--- config.mk ---
export PLATFORM = sky130hd
export DESIGN_NAME = mux_scan_sel
export DESIGN_NICKNAME = d
export VERILOG_FILES = /design/src/rtl/mux_scan_sel.sv
export SDC_FILE = /design/constraint.sdc
export NUM_CORES = 1
export LEC_CHECK = 0
export ABC_AREA = 1
export BUFFER_PORTS_ARGS = -buffer_cell sky130_fd_sc_hd__buf_4
export CAP_MARGIN = 10
export CORE_MARGIN = 3
export CORE_UTILIZATION = 45
export CTS_BUF_LIST = sky130_fd_sc_hd__clkbuf_4 sky130_fd_sc_hd__clkbuf_8
export DETAILED_ROUTE_END_ITERATION = 10
export REMOVE_ABC_BUFFERS = 1
export SYNTH_ARGS = -nofsm -noshare
export SYNTH_HDL_FRONTEND = slang
export SYNTH_SLANG_ARGS = --single-unit
--- constraint.sdc ---
create_clock -name CLOCK_50 -period 3.45 [get_ports CLOCK_50]
set_input_delay 0.69 -clock CLOCK_50 [delete_from_list [all_inputs] [get_ports CLOCK_50]]
set_output_delay 0.69 -clock CLOCK_50 [all_outputs]
set_load 0.03 [all_outputs]
--- src/rtl/mux_scan_sel.sv ---
// mux_scan_sel: runtime-selectable registered N:1 multiplexer for the lab board LEDs.
// The channel is stepped by debounced NEXT/PREV keys or by an auto-scan timer; HOLD freezes it.
module mux_scan_sel #(
    parameter int W        = 4,
    parameter int N        = 4,
    parameter int SELW     = 2,
    parameter int DEB_CYC  = 500000,
    parameter int SCAN_DIV = 50000000
) (
    input  logic            CLOCK_50,
    input  logic            RESET_N,
    input  logic [N*W-1:0]  DATA_IN,
    input  logic            KEY_NEXT,
    input  logic            KEY_PREV,
    input  logic            MODE_AUTO,
    input  logic            HOLD,
    output logic [W-1:0]    DATA_OUT,
    output logic [SELW-1:0] SEL,
    output logic            STROBE
);
    localparam int DW = $clog2(DEB_CYC);
    localparam int SW = $clog2(SCAN_DIV);
    localparam logic [DW-1:0]   DEB_LAST  = DW'(DEB_CYC - 1);
    localparam logic [SW-1:0]   SCAN_LAST = SW'(SCAN_DIV - 1);
    localparam logic [SELW-1:0] SEL_LAST  = SELW'(N - 1);

    // Key vectors: bit 0 = NEXT, bit 1 = PREV. Switch vectors: bit 0 = MODE_AUTO, bit 1 = HOLD.
    logic [1:0]    key_s1, key_s2;
    logic [1:0]    sw_s1, sw_s2;
    logic [1:0]    deb, deb_d, press;
    logic [DW-1:0] cnt [2];
    logic [SW-1:0] scnt;

    logic            hold_s, auto_s;
    logic            ev_next, ev_prev, tc;
    logic            step_next, step_prev;
    logic [SELW-1:0] sel_inc, sel_dec;
    logic [W-1:0]    chan;

    always_ff @(posedge CLOCK_50 or negedge RESET_N) begin
        if (!RESET_N) begin
            key_s1 <= 2'b11;
            key_s2 <= 2'b11;
            sw_s1  <= 2'b00;
            sw_s2  <= 2'b00;
        end else begin
            key_s1 <= {KEY_PREV, KEY_NEXT};
            key_s2 <= key_s1;
            sw_s1  <= {HOLD, MODE_AUTO};
            sw_s2  <= sw_s1;
        end
    end

    // A new key level is accepted only after DEB_CYC consecutive differing samples.
    always_ff @(posedge CLOCK_50 or negedge RESET_N) begin
        if (!RESET_N) begin
            deb   <= 2'b11;
            deb_d <= 2'b11;
            press <= 2'b00;
            for (int k = 0; k < 2; k++) cnt[k] <= '0;
        end else begin
            for (int k = 0; k < 2; k++) begin
                if (key_s2[k] != deb[k]) begin
                    if (cnt[k] == DEB_LAST) begin
                        deb[k] <= key_s2[k];
                        cnt[k] <= '0;
                    end else begin
                        cnt[k] <= cnt[k] + DW'(1);
                    end
                end else begin
                    cnt[k] <= '0;
                end
            end
            deb_d <= deb;
            press <= deb_d & ~deb;
        end
    end

    assign hold_s = sw_s2[1];
    assign auto_s = sw_s2[0];

    // Opposite presses in the same cycle cancel; a lone key step absorbs a coincident scan step.
    always_comb begin
        ev_next   = press[0] & ~press[1] & ~hold_s;
        ev_prev   = press[1] & ~press[0] & ~hold_s;
        tc        = auto_s & ~hold_s & (scnt == SCAN_LAST);
        step_next = ev_next | (tc & ~ev_prev);
        step_prev = ev_prev;
        sel_inc   = (SEL == SEL_LAST) ? '0 : SEL + SELW'(1);
        sel_dec   = (SEL == '0) ? SEL_LAST : SEL - SELW'(1);
        chan      = '0;
        for (int i = 0; i < N; i++) begin
            if (SEL == SELW'(i)) chan = DATA_IN[i*W +: W];
        end
    end

    always_ff @(posedge CLOCK_50 or negedge RESET_N) begin
        if (!RESET_N) begin
            SEL      <= '0;
            STROBE   <= 1'b0;
            DATA_OUT <= '0;
            scnt     <= '0;
        end else if (hold_s) begin
            STROBE <= 1'b0;
        end else begin
            DATA_OUT <= chan;
            STROBE   <= step_next | step_prev;
            if (step_next) begin
                SEL <= sel_inc;
            end else if (step_prev) begin
                SEL <= sel_dec;
            end
            if (!auto_s || step_next || step_prev) begin
                scnt <= '0;
            end else begin
                scnt <= scnt + SW'(1);
            end
        end
    end
endmodule

==> results by group, run 1 <==
CTS
  – CTS tree: yes
  – Number of setup buffers added after CTS: 0
  – CTS clk-pin slew, worst paths: 0.09 ns
  – Hold-fix buffers at CTS: 0
  – CTS max path bufs: 2
  – Clk sinks: 85
  – Clock insertion delay at the later pin of the skew report: 0.37 ns
  – CTS root buffer: clkbuf_8
  – Total CTS buffers: 9
  – Htree depth: 3
  – Post-CTS sizing: 0

Timing
  – Slew Limit Fails: 0
  – Fin. Hold Viols: 0
  – RSZ-0062 raised after global routing: false
  – Achievable frequency: 482 MHz
  – TNS Setup: 0 ns
  – Period Utilization, post-route: 0.602
  – Fin worst setup slack: 1.37 ns
  – Tmin final: 2.08 ns
  – Slew HR: 0.592
  – Slew @ Worst Pin: 0.612 ns
  – Setup violations, final: 0
  – Clock Skew: 0.0141 ns

Logic synthesis
  – Fraction of registers with async set/reset: 1.00
  – Post-synth EDFFs: 0
  – Synth top area share: 0.408
  – Cell count after synthesis: 587
  – Top_reg_cell synth: dfrtp_1
  – Yosys top cell by area: dfrtp_1
  – Post-Syn Area: 0.00473 mm2
  – Synth area leaders: dfrtp_1 41%, nand2_1 8.3%, nor2_1 6.8%
  – Count of unique library cells instantiated by Yosys: 34
  – Syn_area_per_cell: 8.05 um2
  – Synth warnings: 0
  – Yosys reg bits: 85
  – Sequential share of the synthesized area: 0.452

Layout
  – Largest regs: cnt: 38 flops, scnt: 26 flops, DATA_OUT: 4 flops
  – Layout Nets: 650
  – Area delta synth->final: 11.6%
  – Max reg flops: 38
  – Most common cell after layout, fill and taps aside: nand2_1
  – N_diodes: 0
  – Ratio of cells with drive above 1 in the final layout: 0.153
  – Top reg by flops: cnt
  – Most frequent cells in the layout: 104 x nand2_1, 86 x nor2_1, 77 x dfrtp_1

Critical path
  – FF-to-FF Start: sw_s2[1]
  – Crit Path Max Fanout: 34
  – Worst Path Arrival: 2.36 ns
  – Worst-path cell chain: inv_2, nand3_2, nand4_4, a21oi_1
  – Worst Setup SP: sw_s2[1]
  – Worst Setup EP: scnt[22]
  – Worst setup SP type: register
  – Crit path largest cell delay: 0.65 ns
  – R2R setup slack: 1.37 ns
  – Reg2Reg Depth: 4
  – Cell with the largest stage delay on the worst path: dfrtp_1
  – FF-to-FF End: scnt[22]
  – CP Capture Type: register
  – CP required: 3.73 ns
  – Setup CP Type: reg -> reg

Min path
  – Hold WC Path Type: in -> async

Place
  – DP HPWL: 7300 um
  – GPL Wtd Cong: 0.876
  – Pre-CTS setup slack: 1.36 ns
  – I/O Buffers: 28

Drt
  – Detail Route Antenna Nets: 0
  – Number of vias per cell: 5.00
  – DRC Markers: 0
  – Routed WL: 9890 um
  – Drt pass-1 iters: 5
  – Drt initial violations: 158
  – DR WL/cell: 13.0 um
  – Via count: 3795

Flow run
  – Number of max-cap violations: 0

Global routing
  – Number of global-route vias before repair: 3719
  – Initial antenna violation count: 0
  – GRT Overall Usage: 0.183
  – Largest net degree at the start of global routing: 36
  – First-pass GRT wire length: 17000 um
  – Grt ovf: 0

Status
  – Outcome: finished, final reports clean

Pwr
  – Power density cells: 364 mW/mm2
  – Worst vdd ir: 0.000186 V
  – P_leak: 2.26 nW

Floorplanning
  – Die width: 108 um
  – Core Footprint: 0.0100 mm2
  – Die height: 108 um
  – I/O pin total: 29
  – Die area: 0.0118 mm2
  – FP Rows: 36
  – Initial Utilization: 0.473
==> metal layers <==
metal	wire length, um	GRT usage	vias to the layer above
met5	0	0	-
met4	180	0.0631	0
met3	301	0.0418	12
met2	4760	0.308	47
met1	4650	0.230	1777
li1	-	-	1959
==> layout make-up <==
cell class | count | area [um2]
clock buffer | 11 | 145
clock inverter | 5 | 61.3
fill | 976 | 4730
inverter | 77 | 289
multi-input combinational | 418 | 2250
sequential | 85 | 2140
tap | 133 | 166
timing repair buffer | 30 | 225
==> per-stage QoR <==
stage               power (mW)  cell area [um2]  hold slack (ns)  utilization  cells
floorplan                 1.13             4680            0.331            -    580
global placement          1.20             5070            0.333        0.507    743
finish                    1.92             5270            0.262        0.527    759
CTS                       1.95             5270            0.269        0.527    759
global route              2.00             5270            0.284        0.527    759
detailed placement        1.20             5070            0.345        0.507    743
==> cells by family after synthesis <==
group | after synthesis | share of synthesized area
compound gates | 59 | 0.0696
buf+inv | 84 | 0.0717
xor+xnor | 34 | 0.0630
flops | 85 | 0.452
fa+ha+maj | 7 | 0.0185
mux | 1 | 0.00212
simple gates | 317 | 0.323
==> worst min path at each step <==
stage          startpoint       end  slack [ns]  cells after the start
2_1_floorplan    sw_s1[0]  sw_s2[0]        0.33                      0
3_3_place_gp     sw_s1[0]  sw_s2[0]        0.33                      0
3_5_place_dp     sw_s1[0]  sw_s2[0]        0.34                      0
4_1_cts           RESET_N  scnt[23]        0.27                      1
5_1_grt           RESET_N  scnt[21]        0.28                      1
6_report          RESET_N  scnt[23]        0.26                      1
==> power breakdown <==
group          total [mW]  internal (mW)  switching [mW]
registers            1.05           1.03          0.0249
logic               0.130         0.0510          0.0794
clock network       0.739          0.363           0.376
total                1.92           1.44           0.480
==> cell usage after synthesis (8+ instances only) <==
library cell  instances
nand3_1              44
nor2_4                8
nor3_1               20
a21oi_1              41
nand2_2              10
dfstp_2               8
dfrtp_1              77
nand2_1             104
inv_1                74
xor2_1               30
nor2_1               86
nand4_1              20
==> critical path: cells and delay by family (launching register included) <==
| kind | cells | cell delay [ns] |
|---|---|---|
| buffers and inverters | 1 | 0.39 |
| flip-flops | 1 | 0.65 |
| AO/OA/AOI/OAI | 1 | 0.30 |
| AND/OR/NAND/NOR | 2 | 0.65 |
Note: power is estimated with default switching activity, not from simulation.
==> run 2: changes to the inputs <==
Clock period 3.45 ns to 2.05 ns, I/O delays scaled along.
==> results by group, run 2 (synthesized netlist as in run 1, its figures left out) <==
CTS
  – CTS clk-pin slew, worst paths: 0.08 ns (about the same)
  – CTS root buffer: clkbuf_8
  – CTS max path bufs: 2 (unchanged)
  – Clk sinks: 85 (unchanged)
  – Total CTS buffers: 9 (unchanged)
  – Hold-fix buffers at CTS: 1 (+1)
  – Post-CTS sizing: 0 (unchanged)
  – Clock insertion delay at the later pin of the skew report: 0.35 ns (-0.02 ns)
  – CTS tree: yes
  – Number of setup buffers added after CTS: 0 (unchanged)
  – Htree depth: 3 (unchanged)

Layout
  – N_diodes: 0 (unchanged)
  – Layout Nets: 653 (+0.46%)
  – Area delta synth->final: 12.8%
  – Most common cell after layout, fill and taps aside: nand2_1
  – Top reg by flops: cnt
  – Largest regs: cnt: 38 flops, scnt: 26 flops, DATA_OUT: 4 flops
  – Post-route design area: 0.00533 mm2 (+1.1%)
  – Max reg flops: 38 (unchanged)
  – Most frequent cells in the layout: 104 x nand2_1, 86 x nor2_1, 77 x dfrtp_1
  – Ratio of cells with drive above 1 in the final layout: 0.156 (+0.00245)

Floorplanning
  – Die width: 108 um (unchanged)
  – Initial Utilization: 0.473 (unchanged)
  – FP Rows: 36 (unchanged)
  – I/O pin total: 29 (unchanged)
  – Core Footprint: 0.0100 mm2 (unchanged)
  – Die height: 108 um (unchanged)
  – Die area: 0.0118 mm2 (unchanged)

Critical path
  – Crit Path Max Fanout: 26 (-24%)
  – R2R setup slack: 0.27 ns (-1.11 ns)
  – Worst setup SP type: register
  – CP most frequent cell: nand2_1
  – Setup CP Type: reg -> reg
  – Worst Path Arrival: 2.06 ns (-0.30 ns)
  – Crit path largest cell delay: 0.41 ns (-0.24 ns)
  – CP Capture Type: register
  – CP required: 2.33 ns (-1.40 ns)
  – Worst-path cell chain: ha_1, nand2_1, nor2_4, nand2_1, nor2_2, nand2_2, nand4_4, a21oi_1
  – Cell with the largest stage delay on the worst path: dfrtp_1

Drt
  – Drt pass-1 iters: 6 (+1)
  – Number of vias per cell: 4.95 (-0.92%)
  – DRC Markers: 0 (unchanged)
  – DR WL/cell: 12.6 um (-2.9%)
  – Drt initial violations: 193 (+22%)
  – Via count: 3775 (-0.53%)
  – Detail Route Antenna Nets: 0 (unchanged)
  – Routed WL: 9640 um (-2.5%)

Status
  – Outcome: finished, final reports clean

Place
  – I/O Buffers: 28 (unchanged)
  – GPL Wtd Cong: 0.870 (-0.67%)
  – Dpl cell area: 0.00509 mm2 (+0.54%)
  – DP HPWL: 7100 um (-2.8%)
  – Pre-CTS setup slack: 0.241 ns (-1.12 ns)

Timing
  – Achievable frequency: 561 MHz (+16%)
  – Tmin final: 1.78 ns (-0.292 ns)
  – Period Utilization, post-route: 0.870 (+0.268)
  – Clock Skew: 0.00861 ns (-0.00546 ns)
  – Slew @ Worst Pin: 0.464 ns (-0.148 ns)
  – Fin. Hold Viols: 0 (unchanged)
  – TNS Setup: 0 ns (unchanged)
  – Setup violations, final: 0 (unchanged)
  – RSZ-0062 raised after global routing: false
  – Fin worst setup slack: 0.267 ns (-1.11 ns)
  – Slew HR: 0.688 (+0.0967)
  – Hold slack final: 0.156 ns (-0.106 ns)
  – Slew Limit Fails: 0 (unchanged)

Flow run
  – Number of max-cap violations: 0 (unchanged)

Min path
  – Hold WC Path Type: in -> reg

Global routing
  – Number of global-route vias before repair: 3718 (-0.027%)
  – First-pass GRT wire length: 16700 um (-1.5%)
  – Initial antenna violation count: 0 (unchanged)
  – Grt ovf: 0 (unchanged)
  – Largest net degree at the start of global routing: 42 (+17%)
  – GRT Overall Usage: 0.179 (-0.00384)

Pwr
  – Power density cells: 623 mW/mm2 (+71%)
  – P_leak: 2.30 nW (+1.6%)
  – Worst vdd ir: 0.000326 V (+75%)
[run 2: cell types whose count changed in the layout (fill, tap and decap cells not counted), sizes merged]
cell         delta
dlygate4sd3     +1
clkinvlp        -2
clkbuf          +1
bufinv          +1
buf             +2
[run 2: final timing paths]
kind	start	endpoint	cells after the start
worst min-delay path	HOLD	sw_s1[1]	1
worst max-delay path	scnt[0]	scnt[23]	8
worst min register to register	key_s1[0]	key_s2[0]	0
worst max register to register	scnt[0]	scnt[23]	8
max in group asynchronous	RESET_N	cnt[19]	3
min in group asynchronous	RESET_N	scnt[12]	2
[run 2: report_power, final]
group	internal [mW]	switching, mW
logic	0.0932	0.136
registers	1.73	0.0387
clock network	0.745	0.582
[run 2: area by class of cell]
type                       count  area [um2]
clock inverter                 4        72.6
fill                         964        4670
timing repair buffer          33         263
multi-input combinational    418        2250
sequential                    85        2140
inverter                      77         289
tap                          133         166
clock buffer                  12         153
[run 2: critical path: cells and delay by family, from the launching register on]
family | cells | cell delay, ns
AO/OA/AOI/OAI | 1 | 0.26
AND/OR/NAND/NOR | 6 | 0.81
flip-flops | 1 | 0.41
adder cells (fa/ha/maj) | 1 | 0.22
[run 2: per-stage QoR]
step                       util  power [mW]  std cells
after global routing      0.533        3.49        762
after CTS                 0.533        3.38        762
after global placement    0.510        2.02        745
after floorplan               -        1.91        580
after detailed placement  0.510        2.03        745
final                     0.533        3.32        762
[run 2: routing by layer]
metal | global-route usage | part of all wire
met1 | 0.222 | 0.46
met3 | 0.0543 | 0.038
met5 | 0 | 0
met2 | 0.303 | 0.49
met4 | 0.0469 | 0.016
